File: config.mk
export PLATFORM = sky130hd
export DESIGN_NAME = bird_motion
export DESIGN_NICKNAME = d
export VERILOG_FILES = /design/src/rtl/game_pkg.sv /design/src/rtl/bird_motion_frame_divider.sv /design/src/rtl/bird_motion.sv
export SDC_FILE = /design/constraint.sdc
export NUM_CORES = 1
export LEC_CHECK = 0
export CAP_MARGIN = 40
export CORE_MARGIN = 2
export CORE_UTILIZATION = 59
export DETAILED_ROUTE_END_ITERATION = 8
export PLACE_DENSITY = 0.77
export SKIP_CTS_REPAIR_TIMING = 1
export SLEW_MARGIN = 10
export SYNTH_ARGS = -nofsm -noshare
export SYNTH_HDL_FRONTEND = slang
export SYNTH_SLANG_ARGS = --single-unit
File: constraint.sdc
create_clock -name CLK -period 4.6 [get_ports CLK]
set_input_delay 0.46 -clock CLK [delete_from_list [all_inputs] [get_ports CLK]]
set_output_delay 0.46 -clock CLK [all_outputs]
set_load 0.1 [all_outputs]
File: src/rtl/game_pkg.sv
// Shared definitions between the game controller, the bird physics block and
// the pipe scroller: controller state encodings and screen geometry.
package game_pkg;

  localparam logic [2:0] ST_BEGIN = 3'b100;
  localparam logic [2:0] ST_DOWN  = 3'b001;
  localparam logic [2:0] ST_UP    = 3'b010;
  localparam logic [2:0] ST_DEAD  = 3'b011;

  localparam int SCREEN_H = 480;
  localparam int BIRD_H   = 24;

  // Lowest legal top-edge y: the bird sprite rests on the bottom of the screen.
  localparam int Y_GROUND = SCREEN_H - BIRD_H;

  // Controller states in which the bird is under player control.
  function automatic logic is_flying_state(input logic [2:0] st);
    return (st == ST_DOWN) || (st == ST_UP);
  endfunction

endpackage

File: src/rtl/bird_motion_frame_divider.sv
// Free-running frame divider: counts 0..FRAME_DIV-1 and raises tick for the
// single cycle the count sits at its terminal value. Shared with the pipe
// scroller so both blocks step on the same frame boundary.
module frame_divider #(
  parameter int FRAME_DIV = 833333
) (
  input  logic CLK,
  input  logic SW,
  output logic tick
);

  localparam int CW = (FRAME_DIV > 1) ? $clog2(FRAME_DIV) : 1;
  localparam logic [CW-1:0] CNT_LAST = CW'(FRAME_DIV - 1);

  logic [CW-1:0] cnt_q;
  logic [CW-1:0] cnt_d;
  logic          at_last;

  assign at_last = (cnt_q == CNT_LAST);
  assign tick    = at_last;

  // Next count: wrap to zero after the terminal value.
  always_comb begin
    cnt_d = cnt_q + CW'(1);
    if (at_last) begin
      cnt_d = '0;
    end
  end

  // Counter register; reset restarts the frame from zero.
  always_ff @(posedge CLK or negedge SW) begin
    if (!SW) begin
      cnt_q <= '0;
    end else begin
      cnt_q <= cnt_d;
    end
  end

endmodule

File: src/rtl/bird_motion.sv
// Per-frame vertical physics for the bird: gravity, flap impulse, ground,
// ceiling and pipe collision, and the post-death fall to the ground.
//
// phase    | meaning
// ---------+-------------------------------------------------------------
// IDLE     | bird parked at Y_START waiting for the controller to start
// FLY      | player control: flaps and gravity, collisions checked
// FALLING  | dead after pipe/ceiling hit, gravity only until ground
// GROUNDED | dead bird resting on the ground, everything held
module bird_motion
  import game_pkg::*;
#(
  parameter int Y_START   = 228,
  parameter int GRAVITY   = 1,
  parameter int FLAP_VEL  = 8,
  parameter int VMAX      = 10,
  parameter int FRAME_DIV = 833333
) (
  input  logic       CLK,
  input  logic       SW,
  input  logic [2:0] state,
  input  logic       hit_pipe,
  output logic       frame_tick,
  output logic [9:0] bird_y,
  output logic       dead,
  output logic       grounded
);

  typedef enum logic [1:0] {
    PH_IDLE,
    PH_FLY,
    PH_FALLING,
    PH_GROUNDED
  } phase_t;

  localparam logic [9:0]         Y_START10 = 10'(Y_START);
  localparam logic [9:0]         Y_GND10   = 10'(Y_GROUND);
  localparam logic signed [10:0] Y_GND11   = 11'(Y_GROUND);
  localparam logic signed [6:0]  VMAX7     = 7'(VMAX);
  localparam logic signed [5:0]  VFLAP     = 6'(-FLAP_VEL);

  phase_t             phase_q, phase_d;
  logic [9:0]         bird_y_q, bird_y_d;
  logic signed [5:0]  vel_q, vel_d;
  logic               dead_q, dead_d;
  logic               grounded_q, grounded_d;

  logic               tick;
  logic signed [6:0]  vel_inc;
  logic signed [5:0]  vel_grav;
  logic signed [5:0]  vel_step;
  logic signed [10:0] ny;
  logic               do_fly;

  frame_divider #(
    .FRAME_DIV(FRAME_DIV)
  ) u_frame_divider (
    .CLK (CLK),
    .SW  (SW),
    .tick(tick)
  );

  // Candidate velocity and next position for this frame. Flaps only count
  // while the player is in control; a falling bird just feels gravity.
  always_comb begin
    vel_inc  = $signed({vel_q[5], vel_q}) + $signed(7'(GRAVITY));
    vel_grav = (vel_inc > VMAX7) ? VMAX7[5:0] : vel_inc[5:0];
    do_fly   = (phase_q == PH_FLY) ||
               ((phase_q == PH_IDLE) && is_flying_state(state));
    vel_step = (do_fly && (state == ST_UP)) ? VFLAP : vel_grav;
    ny       = $signed({1'b0, bird_y_q}) + $signed({{5{vel_step[5]}}, vel_step});
  end

  // Phase and physics next-state; everything holds between frame ticks.
  always_comb begin
    phase_d    = phase_q;
    bird_y_d   = bird_y_q;
    vel_d      = vel_q;
    dead_d     = dead_q;
    grounded_d = grounded_q;
    if (tick) begin
      if ((phase_q != PH_IDLE) && (state == ST_BEGIN)) begin
        phase_d    = PH_IDLE;
        bird_y_d   = Y_START10;
        vel_d      = '0;
        dead_d     = 1'b0;
        grounded_d = 1'b0;
      end else if (do_fly) begin
        // IDLE already holds Y_START/vel=0, so leaving IDLE applies the
        // first frame of motion on the same tick.
        phase_d = PH_FLY;
        vel_d   = vel_step;
        if (ny >= Y_GND11) begin
          // Ground wins over a simultaneous pipe hit.
          bird_y_d   = Y_GND10;
          dead_d     = 1'b1;
          grounded_d = 1'b1;
          phase_d    = PH_GROUNDED;
        end else if (ny < 0) begin
          bird_y_d = '0;
          dead_d   = 1'b1;
          phase_d  = PH_FALLING;
        end else begin
          bird_y_d = ny[9:0];
          if (hit_pipe) begin
            dead_d  = 1'b1;
            phase_d = PH_FALLING;
          end else if (state == ST_DEAD) begin
            // Controller thinks we are dead without our flag; just drop.
            phase_d = PH_FALLING;
          end
        end
      end else if (phase_q == PH_FALLING) begin
        vel_d = vel_step;
        if (ny >= Y_GND11) begin
          bird_y_d   = Y_GND10;
          grounded_d = 1'b1;
          phase_d    = PH_GROUNDED;
        end else if (ny < 0) begin
          bird_y_d = '0;
        end else begin
          bird_y_d = ny[9:0];
        end
      end
    end
  end

  // Physics registers.
  always_ff @(posedge CLK or negedge SW) begin
    if (!SW) begin
      phase_q    <= PH_IDLE;
      bird_y_q   <= Y_START10;
      vel_q      <= '0;
      dead_q     <= 1'b0;
      grounded_q <= 1'b0;
    end else begin
      phase_q    <= phase_d;
      bird_y_q   <= bird_y_d;
      vel_q      <= vel_d;
      dead_q     <= dead_d;
      grounded_q <= grounded_d;
    end
  end

  assign frame_tick = tick;
  assign bird_y     = bird_y_q;
  assign dead       = dead_q;
  assign grounded   = grounded_q;

endmodule

==> flow_summary.ini <==
[status]
run_status = finished clean

[synth]
synth_edf_count = 0
synthArstFlopShare_pct = 100
seq_area_frac_synth_pct = 37.1
synth_cell_type_count = 52
synth-seq-cells = 40
ys.flop_type = dfrtp_1
synthCells = 305
netlist_area_mm2 = 0.00271
synth_warnings = 0
synth_nets = 326
avgSynthCellArea_um2 = 8.89

[route]
postRouteAntennaNets = 0
drt_first_pass_iters = 4
drt-total-wl_mm = 6.24
dr_total_vias = 2358
drcViolationCount = 0
viasPerCell = 6.03
drt_iter0_markers = 239
wl_per_cell_um = 15.9

[cts]
clock_latency_ns = 0.30
clock_path_buffers = 2
clkTransAtPathRegs_ns = 0.08
root_buffer = clkbuf_8
cts_tree = yes
cts_buffers = 5
cts_sinks = 40
cts.htree.levels = 2

[floorplan]
placeableCoreArea_mm2 = 0.00438
die_h_um = 71.8
row_count = 24
die-area_mm2 = 0.00515
io_pins = 19
start_util_pct = 61.8
die_w_um = 71.8

[setup_path]
required_ns = 4.84
cp_data_arrival_time_ns = 4.41
slowest_stage = a2111oi_1
cp-start-kind = register
cp_top_family = compound AO/OA/AOI/OAI gates
worst-setup-path-type = register to register
path_cells = ha_1 > o21ai_0 > a21boi_0 > o311ai_1 > o221ai_1 > nand2b_1 > a21oi_1 > ha_1 > a21oi_1 > a21oi_2 > o32a_1 > xor2_1 > a41oi_2 > a2111oi_1 > a21o_1
crit_start = vel_q[0]$_DFFE_PN0P_
critPathMaxFanout = 8
worstReg2RegStart = vel_q[0]$_DFFE_PN0P_
crit_path_max_incr_delay_ns = 0.50
crit_path_end_kind = register
worst-path-buf-inv = 0

[power]
p_switching_uw = 172
vdd_drop_max_mv = 0.192
power_density_mw_per_mm2 = 226
power_frac_seq_pct = 47.8
pwr-share-comb_pct = 9.2
internal_power_uw = 570
swShare_pct = 23.2
clock_power_share_pct = 43.1
power_leakage_uw = 0.00150

[place]
dp_hpwl_mm = 4.63
pre_cts_ws_ns = 0.458
portBuffers = 18
finalWeightedCongestion = 0.831

[timing]
setup_violations = 0
setup_ws_ns = 0.428
fmaxAchievable_mhz = 240
period_share_pct = 90.7
tightestPinTransition_ns = 0.627
tns_ns = 0
hold_ws_ns = 0.123
fin_skew_ns = 0.00920
relSlewSlack_pct = 58.2
drv_slew = 0
rsz0062_at_grt = false
hold_viol = 0
fin_crit_ns = 4.17

[final_layout]
mostFrequentLayoutCells = dfrtp_1 (36), nor2_1 (30), nand2_1 (26)
n_antenna_cell = 0
nNetsFinal = 359
drive_above_1_share_pct = 10.9
final_common_cell = dfrtp_1
syn_to_final_growth_pct = 21.2

[global_route]
grt_pass1_vias = 2284
grt_pass1_wl_mm = 10.7
overflow = 0
grt_start_max_net_pins = 22
grtUsageTotal_pct = 26.4
antenna_found_initial = 0

[min_path]
hold_path_class = primary input to async pin

[flow_run]
maxCapViolations = 0
## power groups by stage
stage	clock, uW	combinational (uW)	sequential [uW]
floorplan	0	31.9	369
global placement	0	60.3	361
detailed placement	0	67.6	361
CTS	322	67.9	354
global route	334	74.8	355
finish	319	68.1	354
## Yosys cell counts, types with 8 or more instances
library cell | number | share of area, %
dfrtp_1 | 36 | 33
nor2_1 | 30 | 4.2
nand2_1 | 26 | 3.6
nand3_1 | 19 | 3.5
xnor2_1 | 17 | 5.5
a21oi_1 | 14 | 2.6
ha_1 | 14 | 6.5
inv_1 | 14 | 1.9
xor2_1 | 13 | 4.2
a21o_1 | 9 | 2.5
and3_1 | 8 | 1.8
clkbuf_1 | 8 | 1.1
o21ai_0 | 8 | 1.5
## per-layer routing
metal | vias to the layer above | routed length, um | part of all wire (%) | track usage, %
met2 | 83 | 2750 | 44 | 39.5
met1 | 1107 | 3100 | 50 | 39.3
li1 | 1160 | - | - | -
met3 | 8 | 326 | 5.2 | 5.49
met5 | - | 0 | 0 | 0
met4 | 0 | 62 | 0.99 | 6.29
## worst reg2reg max path: stages (launching register included)
cell and delay (ns):
dfrtp_1 0.46, ha_1 0.36, o21ai_0 0.23, a21boi_0 0.12, o311ai_1 0.24, o221ai_1 0.19
nand2b_1 0.24, a21oi_1 0.08, ha_1 0.34, a21oi_1 0.24, a21oi_2 0.13, o32a_1 0.37
xor2_1 0.36, a41oi_2 0.13, a2111oi_1 0.50, a21o_1 0.14
## flip-flops by register name, indices dropped and copies added, names as in the netlist
register	cells
vel_q	6
phase_q	2
u_frame_divider.cnt_q	20
grounded	1
dead	1
bird_y	10
## per-stage QoR
| stage | utilization, % | total power, uW | cell area [um^2] | instances |
|---|---|---|---|---|
| 5_1_grt | 75.0 | 764 | 3290 | 391 |
| 3_5_place_dp | 72.1 | 429 | 3160 | 383 |
| 6_report | 75.0 | 742 | 3290 | 391 |
| 4_1_cts | 74.9 | 745 | 3290 | 391 |
| 2_1_floorplan | - | 400 | 2710 | 305 |
| 3_3_place_gp | 67.0 | 422 | 2940 | 369 |
## kinds of logic after synthesis
| family | after synthesis | share of synthesized area (%) |
|---|---|---|
| adders and majority gates | 15 | 7.20 |
| xor gates and xnor gates | 30 | 9.69 |
| buffers and inverters | 23 | 3.18 |
| and+or+nand+nor | 126 | 23.9 |
| AOI/OAI and AO/OA | 71 | 19.0 |
| DFF | 40 | 37.1 |
## cell type report
class | count | area (um^2)
clock inverters | 1 | 30.0
clock buffers | 7 | 96.3
inverters | 15 | 56.3
flip-flops and latches | 40 | 1010
fillers | 306 | 1100
repair buffers | 34 | 413
well taps | 52 | 65.1
multi-input cells | 242 | 1620
## worst paths after layout
path	slack [ns]	cells past startpoint	to
worst max-delay path	0.43	15	bird_y[3]$_DFFE_PN0P_
min in group CLK	0.51	1	dead$_DFFE_PN0P_
max in group asynchronous	4.01	2	u_frame_divider.cnt_q[7]$_DFF_PN0_
worst max register to register	0.43	15	bird_y[3]$_DFFE_PN0P_
worst min register to register	0.51	1	dead$_DFFE_PN0P_
worst min-delay path	0.12	1	bird_y[9]$_DFFE_PN0P_
Note: power is estimated with default switching activity, not from simulation.
